[config.mk]
export PLATFORM = sky130hd
export DESIGN_NAME = clk_div_ctrl
export DESIGN_NICKNAME = d
export VERILOG_FILES = /design/src/rtl/clk_div_pkg.sv /design/src/rtl/clk_div_core.sv /design/src/rtl/clk_div_ctrl.sv
export SDC_FILE = /design/constraint.sdc
export NUM_CORES = 1
export LEC_CHECK = 0
export ABC_AREA = 1
export BUFFER_PORTS_ARGS = -buffer_cell sky130_fd_sc_hd__buf_4
export CORE_ASPECT_RATIO = 1.75
export CORE_MARGIN = 2
export CORE_UTILIZATION = 35
export CTS_CLUSTER_DIAMETER = 150
export DETAILED_ROUTE_END_ITERATION = 8
export GPL_TIMING_DRIVEN = 1
export PLACE_DENSITY = 0.58
export SLEW_MARGIN = 10
export SYNTH_ARGS = -nofsm -noshare
export SYNTH_HDL_FRONTEND = slang
export SYNTH_SLANG_ARGS = --single-unit
[constraint.sdc]
create_clock -name clock_in -period 6.6 [get_ports clock_in]
set_clock_uncertainty 0.15 [all_clocks]
set_input_delay 0.99 -clock clock_in [delete_from_list [all_inputs] [get_ports clock_in]]
set_output_delay 0.99 -clock clock_in [all_outputs]
set_load 0.02 [all_outputs]
[src/rtl/clk_div_pkg.sv]
// clk_div_pkg: shared state encoding and defaults for the clock divider controller.
package clk_div_pkg;
    localparam int CNT_W_DEF = 28;
    localparam int MIN_DIV_DEF = 2;
    typedef enum logic [1:0] {IDLE, RUN, STOP_PEND} state_e;
endpackage

[src/rtl/clk_div_core.sv]
// clk_div_core: period counter and registered waveform/tick generator.
module clk_div_core
    import clk_div_pkg::*;
#(
    parameter int CNT_W = CNT_W_DEF
) (
    input  logic             clock_in,
    input  logic             reset,
    input  logic             run,
    input  logic [CNT_W-1:0] active_div,
    output logic             clock_out,
    output logic             tick,
    output logic             boundary
);
    localparam logic [CNT_W-1:0] ONE = CNT_W'(1);
    logic             run_q;
    logic [CNT_W-1:0] cnt_q, cnt_d, hi;
    // run is next-cycle intent, so outputs are computed for the counter value being loaded
    always_comb begin
        hi = active_div - (active_div >> 1);
        boundary = run_q && (cnt_q == active_div - ONE);
        cnt_d = (run && run_q && !boundary) ? cnt_q + ONE : '0;
    end
    always_ff @(posedge clock_in) begin
        if (reset) begin
            run_q     <= 1'b0;
            cnt_q     <= '0;
            clock_out <= 1'b0;
            tick      <= 1'b0;
        end else begin
            run_q     <= run;
            cnt_q     <= cnt_d;
            clock_out <= run && (cnt_d < hi);
            tick      <= run && (cnt_d == '0);
        end
    end
endmodule

[src/rtl/clk_div_ctrl.sv]
// clk_div_ctrl: start/stop sequencing and glitch-free divisor updates for the clock divider.
module clk_div_ctrl
    import clk_div_pkg::*;
#(
    parameter int CNT_W = CNT_W_DEF,
    parameter int DEFAULT_DIV = 50000000,
    parameter int MIN_DIV = MIN_DIV_DEF
) (
    input  logic             clock_in,
    input  logic             reset,
    input  logic             enable,
    input  logic             div_valid,
    input  logic [CNT_W-1:0] div_value,
    output logic             div_ready,
    output logic             div_err,
    output logic             clock_out,
    output logic             tick,
    output logic [CNT_W-1:0] active_div,
    output logic             busy
);
    localparam logic [CNT_W-1:0] MIN_N = CNT_W'(MIN_DIV);
    state_e           state_q, state_d;
    logic             pend_q, pend_d, err_q, boundary, accept, legal;
    logic [CNT_W-1:0] shadow_q, shadow_d, active_q, active_d;
    always_comb begin
        accept = div_valid && !pend_q;
        legal = div_value >= MIN_N;
        state_d = (state_q == IDLE) ? (enable ? RUN : IDLE) : (enable ? RUN : (boundary ? IDLE : STOP_PEND));
        active_d = (pend_q && boundary) ? shadow_q : (accept && legal && state_q == IDLE) ? div_value : active_q;
        // a request landing in the boundary cycle sees pend_q low, so it waits for the next boundary
        pend_d = pend_q ? !boundary : (accept && legal && state_q != IDLE);
        shadow_d = accept ? div_value : shadow_q;
    end
    always_ff @(posedge clock_in) begin
        if (reset) begin
            state_q  <= IDLE;
            pend_q   <= 1'b0;
            err_q    <= 1'b0;
            shadow_q <= '0;
            active_q <= CNT_W'(DEFAULT_DIV);
        end else begin
            state_q  <= state_d;
            pend_q   <= pend_d;
            err_q    <= accept && !legal;
            shadow_q <= shadow_d;
            active_q <= active_d;
        end
    end
    clk_div_core #(.CNT_W(CNT_W)) u_core (
        .clock_in  (clock_in),
        .reset     (reset),
        .run       (state_d != IDLE),
        .active_div(active_q),
        .clock_out (clock_out),
        .tick      (tick),
        .boundary  (boundary)
    );
    assign div_ready  = !pend_q;
    assign div_err    = err_q;
    assign busy       = state_q != IDLE;
    assign active_div = active_q;
endmodule

==> results.json <==
{
  "status": "finished, final reports clean",
  "routed_via_density": 5.237,
  "synth_edf_count": 0,
  "drive_gt1_share_pct": 9.137,
  "cts_inserted_buffers": 9,
  "wl_um": 26260,
  "whs_path_depth": 2,
  "layout_common_cells": "238 x nand2_1, 174 x inv_1, 129 x nor2_1",
  "syn_to_final_growth_pct": 13.34,
  "cts.sinks": 91,
  "cpPeakStageDelay_ps": 410,
  "postCtsSetupBuffers": 0,
  "grt_pass1_vias": 7466,
  "fin_tns_setup_ps": 0,
  "avgSynthCellArea_um2": 6.562,
  "final.setup.worst_slack_ps": 2340,
  "synth_area_leaders": "dfxtp_1 24%, ha_1 14%, nand2_1 12%",
  "hp-class": "flip-flop to flip-flop",
  "p_leak_nw": 4.209,
  "num_antenna_cells": 0,
  "vias": 7568,
  "r2r_start": "active_div[0]",
  "place_ws_ps": 2361,
  "ant_nets": 0,
  "drv_slew": 0,
  "grt_overflow": 0,
  "rows": 70,
  "die_w_um": 114.5,
  "rr_endpoint": "u_core.clock_out",
  "routedWlPerCell_um": 18.18,
  "yosysUniqueCellTypes": 46,
  "critPathArrivalTime_ps": 4360,
  "worst_pin_slew_ps": 978.5,
  "yosys_warnings": 0,
  "crit_path_frequent_cell": "nand2_1",
  "grt_max_degree": 48,
  "worstPathRequired_ps": 6700,
  "antenna_found_initial": 0,
  "path_cells": "inv_2, ha_1, inv_1, fa_1, nand3_1, nand2_1, a21oi_1, o21bai_1, nand2_1, nand2_1, nand2_1, nand2_1, a21oi_1, o21bai_1, a21oi_1, nand2b_1, nand2_1, nand2_1, nand2_1, ha_1, nand2_1, nor3_1, nor4b_1, a21oi_1",
  "endpoint_kind": "flip-flop",
  "syn_nets": 1255,
  "synthArstFlopShare_pct": 0,
  "r2r_cells": 24,
  "drt_iter0_drc": 377,
  "ctsHoldBuffers": 0,
  "nets": 1304,
  "grt_usage_pct": 23.88,
  "hold_end": "shadow_q[9]",
  "hold_viol_final": 0,
  "crit_path_start_kind": "flip-flop",
  "max_slew_margin_pct": 34.08,
  "peakVddDrop_mv": 0.1612,
  "rsz0062_at_grt": "no",
  "placed_area_um2": 8167,
  "fin_crit_sh_pct": 64.54,
  "rrSetupSlack_ps": 2340,
  "die_h_um": 197.3,
  "cts.clk_slew.worst_paths_ps": 70,
  "synth_top_area_share_pct": 24.37,
  "core_area_um2": 20930,
  "clk_latency_ps": 360,
  "synthMuxAreaShare_pct": 0,
  "max_freq_mhz": 234.8,
  "synth_top_family_by_area": "simple AND/OR/NAND/NOR gates",
  "hp-start": "shadow_q[9]",
  "synthFlopType": "dfxtp_1",
  "yosys.area_share.simple_pct": 29.80,
  "ys_ff_latch": 91,
  "cts_tree": "yes",
  "cp_slowest_cell": "fa_1",
  "utilization_pct": 40.47,
  "ys_seq_area_share_pct": 24.37,
  "drc": 0,
  "yosysTopAreaCell": "dfxtp_1",
  "start_util_pct": 35.71,
  "ios": 65,
  "fin_area_um2": 8472,
  "die_area_um2": 22590,
  "maxCapViolCount": 0,
  "synth_cells": 1139,
  "setup_violations": 0,
  "ctsResizeCount": 0,
  "final_common_cell": "nand2_1",
  "synth-compound-area-share_pct": 14.14,
  "criticalPathCategory": "flip-flop to flip-flop",
  "fin_crit_ps": 4260,
  "cts.path.max_buffers": 2,
  "synth-adder-area-share_pct": 14.16,
  "port_buffers": 64,
  "totalPowerFinal_mw": 1.682,
  "synth_area_um2": 7475,
  "root_buffer": "clkbuf_16",
  "worstPathMaxFanout": 5,
  "grt_pass1_wl_um": 40880,
  "synthXorXnorAreaFrac_pct": 6.679,
  "drt_pass1_iterations": 5,
  "place.detailed.hpwl_um": 21340,
  "nFillCells": 2235,
  "gp_congestion": 0.9511,
  "power_density_nw_per_um2": 198.5,
  "htree_levels": 3
}
==> worst max path at each step <==
stage,from,end,cells after the start
finish,active_div[0],u_core.clock_out,24
global route,active_div[0],u_core.clock_out,24
CTS,active_div[0],u_core.clock_out,24
detailed placement,active_div[0],u_core.clock_out,24
global placement,active_div[0],u_core.clock_out,24
floorplan,active_div[1],u_core.clock_out,23
==> state kept, by name, indices dropped and copies added (netlist names) <==
register          flops
active_div           28
shadow_q             28
u_core.cnt_q         28
state_q               2
div_err               1
pend_q                1
u_core.clock_out      1
u_core.run_q          1
u_core.tick           1
==> cells in the mapped netlist, types with 2 or more instances <==
| cell type | number |
|---|---|
| nand2_1 | 238 |
| inv_1 | 174 |
| nor2_1 | 130 |
| dfxtp_1 | 91 |
| ha_1 | 83 |
| a21oi_1 | 77 |
| o21ai_0 | 72 |
| nand3_1 | 60 |
| xor2_1 | 46 |
| nor3_1 | 23 |
| clkbuf_1 | 21 |
| nand4_1 | 19 |
| nor4_1 | 12 |
| xnor2_1 | 11 |
| a221oi_1 | 7 |
| nand3b_1 | 7 |
| or2_2 | 6 |
| buf_2 | 5 |
| o2111ai_1 | 5 |
| o21bai_1 | 5 |
| a311oi_1 | 4 |
| nor2_2 | 4 |
| nand3_2 | 3 |
| o21a_1 | 3 |
| a2111oi_0 | 2 |
| a21boi_0 | 2 |
| buf_6 | 2 |
| clkbuf_2 | 2 |
| clkinv_1 | 2 |
| inv_2 | 2 |
| nand2_2 | 2 |
| nor2_4 | 2 |
| o211ai_1 | 2 |
| o21ai_1 | 2 |
| o221ai_1 | 2 |
==> cell families (layout without fill, tap and decap cells) <==
logic type / count (synthesis) / in the layout
AND/OR/NAND/NOR: 511 / 511
buffers and inverters: 209 / 263
AO/OA/AOI/OAI: 187 / 187
flip-flops: 91 / 91
adder cells (fa/ha/maj): 84 / 84
XOR/XNOR: 57 / 57
==> layer usage <==
metal	part of all wire, %	global-route usage [%]	wire [µm]
met4	7.4	16.12	1941
met3	3.5	3.559	925
met2	52	43.87	13750
met1	37	24.36	9647
met5	0	0	0
==> area by class of cell <==
cell class / count / area, µm² / area share, %
multi-input cells: 839 / 4845 / 57.19
flip-flops and latches: 91 / 1822 / 21.50
inverters: 179 / 674.4 / 7.960
repair buffers: 68 / 510.5 / 6.026
well taps: 252 / 315.3 / 3.722
clock buffers: 9 / 225.2 / 2.658
clock inverters: 7 / 80.08 / 0.9452
==> power by group <==
| group | total [mW] | switching [mW] | internal, mW | leakage [nW] |
|---|---|---|---|---|
| combinational | 0.523 | 0.336 | 0.187 | 3.31 |
| sequential | 0.610 | 0.0314 | 0.579 | 0.747 |
| clock | 0.549 | 0.249 | 0.300 | 0.149 |
==> worst max-delay path, delay by kind of cell (launching register included) <==
family	cells	cell delay, ps
buf+inv	2	180
flops	1	370
compound gates	6	1130
fa+ha+maj	3	830
simple gates	13	1460
==> stage by stage <==
| stage | std cells | hold WS, ps |
|---|---|---|
| after CTS | 1445 | 305.7 |
| after global placement | 1429 | 291.1 |
| after detailed placement | 1429 | 294.1 |
| after global routing | 1445 | 314.2 |
| final | 1445 | 303.6 |
| after floorplan | 1139 | 279.7 |
Note: power is estimated with default switching activity, not from simulation.
